File: src/rtl/dmem_port_arbiter.sv
// Arbitrates the single data-memory port between the core MEM stage and a secondary
// bus master, sequencing multi-cycle reads and stalling the core while it waits.
module dmem_port_arbiter #(
  parameter int RD_LAT     = 1,
  parameter int STARVE_MAX = 8
) (
  input  logic        clk,
  input  logic        Rst_n,
  input  logic [3:0]  c_en,
  input  logic        c_wea,
  input  logic        c_rea,
  input  logic [31:0] c_addr,
  input  logic [31:0] c_din,
  output logic [31:0] c_dout,
  output logic        mem_hold,
  input  logic        p_req,
  input  logic        p_we,
  input  logic [3:0]  p_be,
  input  logic [31:0] p_addr,
  input  logic [31:0] p_din,
  output logic [31:0] p_dout,
  output logic        p_ack,
  output logic [3:0]  m_en,
  output logic        m_wea,
  output logic [31:0] m_addr,
  output logic [31:0] m_din,
  input  logic [31:0] m_dout
);

  localparam int SC_W = $clog2(STARVE_MAX + 1);
  localparam int LC_W = 2;
  localparam logic [LC_W-1:0] LAT_INIT   = LC_W'(RD_LAT - 1);
  localparam logic [SC_W-1:0] STARVE_TOP = SC_W'(STARVE_MAX);

  typedef enum logic [1:0] {
    IDLE    = 2'd0,
    CORE_RD = 2'd1,
    PER_RD  = 2'd2
  } state_t;

  state_t            state_q, state_d;
  logic [SC_W-1:0]   starve_q, starve_d;
  logic [LC_W-1:0]   lat_q, lat_d;
  logic [31:0]       c_dout_q, c_dout_d;
  logic [31:0]       p_dout_q, p_dout_d;

  logic c_req;
  logic per_win;
  logic core_win;
  logic core_done;

  always_comb begin
    // NOTE: every signal written here gets a default first, so no latch is inferred.
    state_d   = state_q;
    starve_d  = starve_q;
    lat_d     = lat_q;
    c_dout_d  = c_dout_q;
    p_dout_d  = p_dout_q;
    m_en      = '0;
    m_wea     = 1'b0;
    m_addr    = c_addr;
    m_din     = c_din;
    p_ack     = 1'b0;
    core_done = 1'b0;

    c_req    = (|c_en) & (c_wea | c_rea);
    per_win  = (state_q == IDLE) & p_req & (~c_req | (starve_q == STARVE_TOP));
    core_win = (state_q == IDLE) & c_req & ~per_win;

    case (state_q)
      IDLE: begin
        if (per_win) begin
          m_en   = p_be;
          m_wea  = p_we & (|p_be);
          m_addr = p_addr;
          m_din  = p_din;
          // A zero byte-enable read has nothing to wait for, so it acks immediately.
          if (p_we || (p_be == 4'h0)) begin
            p_ack = 1'b1;
          end else begin
            state_d = PER_RD;
            lat_d   = LAT_INIT;
          end
        end else if (core_win) begin
          m_en  = c_en;
          m_wea = c_wea;
          if (c_wea) begin
            core_done = 1'b1;
          end else begin
            state_d = CORE_RD;
            lat_d   = LAT_INIT;
          end
        end
      end
      CORE_RD: begin
        if (lat_q == '0) begin
          core_done = 1'b1;
          c_dout_d  = m_dout;
          state_d   = IDLE;
        end else begin
          lat_d = lat_q - LC_W'(1);
        end
      end
      PER_RD: begin
        if (lat_q == '0) begin
          p_ack    = 1'b1;
          p_dout_d = m_dout;
          state_d  = IDLE;
        end else begin
          lat_d = lat_q - LC_W'(1);
        end
      end
      default: state_d = IDLE;
    endcase

    // The peripheral owns the port while PER_RD runs, so those cycles are not counted as denials.
    if (per_win) begin
      starve_d = '0;
    end else if (p_req && (state_q != PER_RD) && (starve_q != STARVE_TOP)) begin
      starve_d = starve_q + SC_W'(1);
    end

    if (!Rst_n) begin
      m_en      = '0;
      m_wea     = 1'b0;
      p_ack     = 1'b0;
      core_done = 1'b0;
      c_dout_d  = c_dout_q;
      p_dout_d  = p_dout_q;
    end

    mem_hold = Rst_n & c_req & ~core_done;
  end

  // Read data is forwarded in the completion cycle and then held by the register.
  assign c_dout = c_dout_d;
  assign p_dout = p_dout_d;

  always_ff @(posedge clk) begin
    // NOTE: sequential state uses non-blocking assignments only.
    if (!Rst_n) begin
      state_q  <= IDLE;
      starve_q <= '0;
      lat_q    <= '0;
      c_dout_q <= '0;
      p_dout_q <= '0;
    end else begin
      state_q  <= state_d;
      starve_q <= starve_d;
      lat_q    <= lat_d;
      c_dout_q <= c_dout_d;
      p_dout_q <= p_dout_d;
    end
  end

endmodule

File: config.mk
export PLATFORM = sky130hd
export DESIGN_NAME = dmem_port_arbiter
export DESIGN_NICKNAME = d
export VERILOG_FILES = /design/src/rtl/dmem_port_arbiter.sv
export SDC_FILE = /design/constraint.sdc
export NUM_CORES = 1
export LEC_CHECK = 0
export BUFFER_PORTS_ARGS = -buffer_cell sky130_fd_sc_hd__buf_2
export CORE_AREA = 2 2 118 120
export DETAILED_ROUTE_END_ITERATION = 7
export DIE_AREA = 0 0 120 122
export PLACE_DENSITY = 0.7
export SLEW_MARGIN = 20
export SYNTH_ARGS = -nofsm -noshare
export SYNTH_HDL_FRONTEND = slang
export SYNTH_SLANG_ARGS = --single-unit
File: constraint.sdc
create_clock -name clk -period 2.4 [get_ports clk]
set_input_delay 0.24 -clock clk [delete_from_list [all_inputs] [get_ports clk]]
set_output_delay 0.24 -clock clk [all_outputs]
set_load 0.005 [all_outputs]
==> out/qor.tcl, run 1 <==
set qor(cts_num_sinks) 72
set qor(cp_max_fo) 6
set qor(cts.hold.buffers_added) 0
set qor(crit-reg2reg-launch) {starve_q[0]}
set qor(synth_cell_types) 32
set qor(setup_total_negative_slack_ns) 0
set qor(route.met3.wl_um) 1030
set qor(routed-wl-met2_um) 7600
set qor(synth_largest_area_cell) {sky130_fd_sc_hd__dfxtp_1}
set qor(synthesis.yosys.warnings) 0
set qor(post-synth-top-area-fraction) 0.330
set qor(slew_headroom) 0.537
set qor(numPortBuffers) 308
set qor(post_synth_main_area_contributors) {sky130_fd_sc_hd__dfxtp_1 (33%), sky130_fd_sc_hd__nand2_1 (28%), sky130_fd_sc_hd__mux2_2 (16%), sky130_fd_sc_hd__a21oi_1 (8.1%), sky130_fd_sc_hd__clkbuf_1 (2.8%)}
set qor(cts.path.max_buffers) 2
set qor(root_buffer) {sky130_fd_sc_hd__clkbuf_16}
set qor(irDropWorstVdd_uv) 351
set qor(wl_um) 15300
set qor(async_reset_ff_frac) 0
set qor(grt_antenna_before_repair) 2
set qor(final_layout_size_suffix_gt1_frac) 0.447
set qor(floorplan.core_area_mm2) 0.0135
set qor(synth_enable_flop_cells) 0
set qor(number_of_cells_traversed_by_the_worst_register_to_register_path) 8
set qor(grt_usage) 0.200
set qor(dp_hpwl_um) 11200
set qor(replace_congestion) 0.877
set qor(design.final.nets) 1118
set qor(sequential_element_share_of_the_synthesized_area) 0.330
set qor(dominantRegCellSynth) {sky130_fd_sc_hd__dfxtp_1}
set qor(worst-slew-pin-transition_ns) 0.694
set qor(final_setup_violation_count) 0
set qor(worst_clock_skew_ns) 0.00395
set qor(reg2reg_setup_slack_ns) 0.38
set qor(endpoint_worst_hold) {p_dout_q[8]}
set qor(syn-num-nets) 823
set qor(cp_data_required_time_ns) 2.16
set qor(die_w_um) 120
set qor(post_synth_instance_area_mm2) 0.00437
set qor(initialDrtViolationCount) 284
set qor(clock_insertion_delay_worst_skew_ns) 0.33
set qor(drt-wirelength-per-cell_um) 13.6
set qor(nFillCells) 1361
set qor(via_count) 5221
set qor(maxSlewViolCount) 0
set qor(grt_setup_unrepaired) {true}
set qor(critical_path.startpoint_type) {register}
set qor(utilization) 0.488
set qor(postRouteAntennaNets) 0
set qor(synthToLayoutAreaGrowth_pct) 50.8
set qor(boundaryPins) 309
set qor(worst_hold_path_type) {in2reg}
set qor(hold_viol) 0
set qor(tritoncts.num_buffers) 9
set qor(dr.max_layer_used) {met4}
set qor(grt_first_pass_wirelength_um) 23500
set qor(clock.fmax_ghz) 0.423
set qor(power_per_cell_area_mw_per_mm2) 628
set qor(starting_density_of_the_core) 0.324
set qor(netlist_instances) 643
set qor(postPlaceCellArea_mm2) 0.00611
set qor(drv.max_cap_violation_count) 0
set qor(cts_tree) {built}
set qor(finalWorstPathRequiredPeriod_ns) 2.37
set qor(run_status) {complete, no violations}
set qor(firstDrtPassIters) 4
set qor(grt_start_max_net_pins) 67
set qor(row_count) 43
set qor(ctsHtreeMaxLevel) 3
set qor(worst-endpoint-arrival_ns) 2.13
set qor(drc) 0
set qor(end_kind) {output port}
set qor(mapped_avg_cell_area_um2) 6.80
set qor(vias_per_cell) 4.65
set qor(grt_overflow_total) 0
set qor(grt_pass1_vias) 4846
set qor(worstReg2RegEnd) {lat_q[0]}
set qor(crit_start) {starve_q[0]}
set qor(fp.dieH_um) 122
set qor(leakage_nw) 3.48
set qor(design.die.area_mm2) 0.0146
set qor(worst_setup_hold_path_clk_slew_ns) 0.06
set qor(ys_seq_elements) 72
set qor(min_from) {m_dout[8]}
set qor(hold_depth) 3
set qor(final_worst_path_cycle_share) 0.986
set qor(final_design_area_no_fill_mm2) 0.00660
set qor(worst-setup-path-type) {reg2out}
set qor(drt-met1-wl_um) 6460
[synth_stat cells, drive strengths merged, types with 3 or more instances]
cell type	n
nor2	13
mux2	64
ha	6
a21oi	71
inv	8
dfxtp	72
buf	10
clkbuf	33
nand3	8
mux2i	3
nand2	331
[flip-flops by register name, indices dropped and copies added (netlist names)]
| register | cells |
|---|---|
| p_dout_q | 32 |
| c_dout_q | 32 |
| state_q | 2 |
| starve_q | 4 |
| lat_q | 2 |
[per-stage QoR]
stage	std cells	setup slack [ns]	hold slack (ns)	total power, W
floorplan	643	0.383	0.376	0.00198
global placement	1100	0.119	0.438	0.00251
detailed placement	1100	0.0972	0.443	0.00252
CTS	1119	-0.00888	0.159	0.00418
global route	1122	-0.0309	0.169	0.00439
finish	1123	0.0332	0.174	0.00415
[per-layer routing]
metal	vias to the layer above	track usage
li1	2682	-
met1	2315	0.243
met2	209	0.356
met3	15	0.0487
met4	0	0.0456
met5	-	0
[where the power goes]
group          leakage, nW  total (W)  switching [W]  internal [W]
Combinational         2.72    0.00120       0.000627      0.000572
Sequential           0.585    0.00133      0.0000426       0.00129
Clock                0.173    0.00161       0.000495       0.00112
Total                 3.48    0.00415        0.00116       0.00298
[layout by cell type, fill, tap and decap left out, types with 2 or more instances in the layout]
cell type	n
sky130_fd_sc_hd__nand2_1	330
sky130_fd_sc_hd__buf_2	308
sky130_fd_sc_hd__a21oi_1	70
sky130_fd_sc_hd__dfxtp_1	70
sky130_fd_sc_hd__mux2_2	64
sky130_fd_sc_hd__nor2_1	12
sky130_fd_sc_hd__buf_4	12
sky130_fd_sc_hd__clkbuf_16	9
sky130_fd_sc_hd__nand3_1	7
sky130_fd_sc_hd__inv_1	5
sky130_fd_sc_hd__ha_1	5
sky130_fd_sc_hd__bufinv_16	4
sky130_fd_sc_hd__buf_12	4
sky130_fd_sc_hd__inv_2	3
sky130_fd_sc_hd__mux2i_1	3
sky130_fd_sc_hd__a31oi_1	2
sky130_fd_sc_hd__nor3b_1	2
sky130_fd_sc_hd__and2_1	2
sky130_fd_sc_hd__o21ai_0	2
sky130_fd_sc_hd__xor2_1	2
sky130_fd_sc_hd__buf_6	2
sky130_fd_sc_hd__dfxtp_2	2
[critical path, cell delays in order (launching register included)]
cell	delay (ns)
sky130_fd_sc_hd__dfxtp_2	0.34
sky130_fd_sc_hd__inv_2	0.05
sky130_fd_sc_hd__ha_4	0.14
sky130_fd_sc_hd__and3b_2	0.26
sky130_fd_sc_hd__o311ai_4	0.30
sky130_fd_sc_hd__buf_6	0.19
sky130_fd_sc_hd__buf_6	0.12
sky130_fd_sc_hd__nand3_2	0.06
sky130_fd_sc_hd__a21oi_2	0.20
sky130_fd_sc_hd__buf_2	0.14
[area by class of cell]
| class | count | area (µm²) | share of cell area |
|---|---|---|---|
| well taps | 180 | 225 | 0.0341 |
| repair buffers | 327 | 1760 | 0.267 |
| diodes | 1 | 2.50 | 0.000379 |
| flip-flops and latches | 72 | 1440 | 0.219 |
| clock inverters | 5 | 129 | 0.0195 |
| multi-input cells | 520 | 2780 | 0.421 |
| inverters | 8 | 30.0 | 0.00455 |
| clock buffers | 10 | 229 | 0.0347 |
[repair_timing]
action                     in CTS  in global routing
pin swaps                       2                  7
buffers inserted                3                  3
cloned                          1                  0
resized for setup               8                  7
setup endpoints to repair      70                 69
[worst max-delay path by stage]
| stage | to | slack (ns) | cells past startpoint |
|---|---|---|---|
| after CTS | m_en[0] | -0.009 | 9 |
| after global placement | m_din[25] | 0.12 | 8 |
| after floorplan | m_en[0] | 0.38 | 8 |
| after detailed placement | m_din[25] | 0.1 | 8 |
| after global routing | m_en[0] | -0.03 | 9 |
| final | m_en[0] | 0.03 | 9 |
[cell families after synthesis]
group / after synthesis / share of synthesized area
compound gates: 80 / 0.102
xor+xnor: 3 / 0.00601
fa+ha+maj: 6 / 0.0172
buf+inv: 51 / 0.0466
flops: 72 / 0.330
mux: 67 / 0.172
simple gates: 364 / 0.327
No activity file was read; power rests on OpenSTA's default activity.
==> run 2, diff against run 1 <==
--- a/config.mk
+++ b/config.mk
@@ -9,7 +9,7 @@
 export CORE_AREA = 2 2 118 120
 export DETAILED_ROUTE_END_ITERATION = 7
 export DIE_AREA = 0 0 120 122
-export PLACE_DENSITY = 0.7
+export PLACE_DENSITY = 0.66
 export SLEW_MARGIN = 20
 export SYNTH_ARGS = -nofsm -noshare
 export SYNTH_HDL_FRONTEND = slang
==> run 2 against run 1 <==
Net effect:
- hold slack worse by 0.0032 ns
- wire length up 4.0%
- sequential power about the same
- register-to-register slack better by 0.10 ns
- critical path type unchanged
- cell area is 0.70% higher
- sequential share of layout area decreased by 0.15 points
- combinational power barely moved
- clock power shrank 12%
- non-clock buffer count grew 2
- critical endpoint is now m_en[2]
- power is 4.3% lower
- global-route usage grew 0.38 points
- clock-buffer cell count decreased by 1
==> out/qor.tcl, run 2 (synthesis results as in run 1) <==
set qor(worst-endpoint-arrival_ns) 2.08
set qor(cts_num_sinks) 72
set qor(worst_setup_hold_path_clk_slew_ns) 0.07
set qor(final-instance-count-excl-fill) 1126
set qor(drc) 0
set qor(row_count) 43
set qor(vias_per_cell) 4.65
set qor(floorplan.core_area_mm2) 0.0135
set qor(maxSlewViolCount) 0
set qor(clock.fmax_ghz) 0.431
set qor(worstReg2RegEnd) {lat_q[0]}
set qor(via_count) 5241
set qor(replace_congestion) 0.900
set qor(layout_setup_ws_ns) 0.0813
set qor(leakage_nw) 3.50
set qor(end_kind) {output port}
set qor(grt_antenna_before_repair) 1
set qor(cp_data_required_time_ns) 2.16
set qor(worst_path_max_delay_cell) {sky130_fd_sc_hd__dfxtp_2}
set qor(final_worst_path_cycle_share) 0.966
set qor(critical_path.max_stage_delay_ns) 0.35
set qor(die_w_um) 120
set qor(drv.max_cap_violation_count) 0
set qor(initialDrtViolationCount) 328
set qor(worst_hold_path_type) {in2reg}
set qor(drt-wirelength-per-cell_um) 14.1
set qor(numPortBuffers) 308
set qor(power_per_cell_area_mw_per_mm2) 597
set qor(final_design_area_no_fill_mm2) 0.00664
set qor(worst-slew-pin-transition_ns) 0.686
set qor(crit-reg2reg-launch) {starve_q[0]}
set qor(reg2reg_setup_slack_ns) 0.48
set qor(firstDrtPassIters) 7
set qor(postRouteAntennaNets) 0
set qor(largest_registers) {c_dout_q x32, p_dout_q x32, starve_q x4}
set qor(root_buffer) {sky130_fd_sc_hd__clkbuf_16}
set qor(grt_setup_unrepaired) {true}
set qor(grt_first_pass_wirelength_um) 23900
set qor(final_layout_size_suffix_gt1_frac) 0.453
set qor(grt_start_max_net_pins) 65
set qor(design.final.nets) 1120
set qor(dp_hpwl_um) 11300
set qor(grt_overflow_total) 0
set qor(worst-setup-path-type) {reg2out}
set qor(setup_total_negative_slack_ns) 0
set qor(dp_slack_ns) 0.138
set qor(worst_clock_skew_ns) 0.00748
set qor(tritoncts.num_buffers) 9
set qor(mostFrequentLayoutCells) {sky130_fd_sc_hd__nand2_1 (328), sky130_fd_sc_hd__buf_2 (308), sky130_fd_sc_hd__a21oi_1 (70), sky130_fd_sc_hd__dfxtp_1 (70), sky130_fd_sc_hd__mux2_2 (64)}
set qor(wl_um) 15900
set qor(grt_pass1_vias) 4760
set qor(run_status) {complete, no violations}
set qor(nFillCells) 1383
set qor(path_cells) {inv_2 > ha_4 > and3b_2 > o311ai_4 > buf_12 > nand3_1 > a21oi_2 > buf_2}
set qor(number_of_cells_traversed_by_the_worst_register_to_register_path) 7
set qor(synthToLayoutAreaGrowth_pct) 51.9
set qor(boundaryPins) 309
set qor(cts.hold.buffers_added) 0
set qor(final_setup_violation_count) 0
set qor(postPlaceCellArea_mm2) 0.00613
set qor(cp_max_fo) 6
set qor(fp.dieH_um) 122
set qor(design.die.area_mm2) 0.0146
set qor(finalWorstPathRequiredPeriod_ns) 2.32
set qor(ctsHtreeMaxLevel) 3
set qor(layout_commonest_cell) {sky130_fd_sc_hd__nand2_1}
set qor(critical_path.startpoint_type) {register}
set qor(crit_start) {starve_q[0]}
set qor(crit_end) {m_en[2]}
set qor(cts_tree) {built}
set qor(hold_viol) 0
set qor(grt_usage) 0.204
set qor(dpl.cell_count) 1101
set qor(slew_headroom) 0.543
set qor(cts.path.max_buffers) 2
set qor(starting_density_of_the_core) 0.324
set qor(clock_insertion_delay_worst_skew_ns) 0.33
set qor(irDropWorstVdd_uv) 306
run 2: worst min-delay path by stage:
stage / from / end / slack, ns / cells past startpoint
after floorplan: m_dout[0] / c_dout_q[0] / 0.38 / 2
after global placement: p_dout_q[20] / p_dout_q[20] / 0.44 / 2
after detailed placement: p_dout_q[10] / p_dout_q[10] / 0.44 / 2
after CTS: m_dout[17] / c_dout_q[17] / 0.16 / 3
after global routing: m_dout[18] / p_dout_q[18] / 0.16 / 3
final: m_dout[18] / p_dout_q[18] / 0.17 / 3
run 2: area by class of cell:
type,count,area [µm²],area share
Multi-Input combinational cell,520,2780,0.419
Timing Repair Buffer,329,1850,0.278
Sequential cell,72,1440,0.217
Clock buffer,9,225,0.0339
Tap cell,180,225,0.0339
Clock inverter,7,85.1,0.0128
Inverter,8,30.0,0.00452
Antenna cell,1,2.50,0.000377
run 2: worst max-delay path: cells and delay by family, from the launching register on:
| kind | cells | cell delay (ns) |
|---|---|---|
| compound gates | 2 | 0.54 |
| fa+ha+maj | 1 | 0.14 |
| buf+inv | 3 | 0.37 |
| flops | 1 | 0.35 |
| simple gates | 2 | 0.34 |
run 2: repair_timing:
action,4_1_cts,5_1_grt
endpoints found under the hold margin,0,0
endpoints found under the setup margin,70,69
pin swaps,2,7
resized for setup,3,16
buffers inserted,2,4
cloned,0,3
run 2: stage by stage:
stage / utilization / total power (W) / hold WS, ns
floorplan: - / 0.00198 / 0.376
global placement: 0.454 / 0.00252 / 0.439
detailed placement: 0.454 / 0.00253 / 0.443
CTS: 0.479 / 0.00397 / 0.164
global route: 0.492 / 0.00422 / 0.161
finish: 0.492 / 0.00397 / 0.171
run 2: power breakdown:
group          switching, W  internal (W)  total [W]  leakage [nW]
combinational      0.000631      0.000589    0.00122          2.77
clock              0.000586      0.000828    0.00141         0.147
sequential        0.0000449       0.00129    0.00133         0.585
total               0.00126       0.00271    0.00397          3.50
run 2: per-layer routing:
layer	up-vias	part of all wire	GRT usage
met5	-	0	0
met4	0	0.014	0.0559
met3	23	0.062	0.0393
met2	210	0.48	0.354
met1	2328	0.44	0.258
li1	2680	-	-
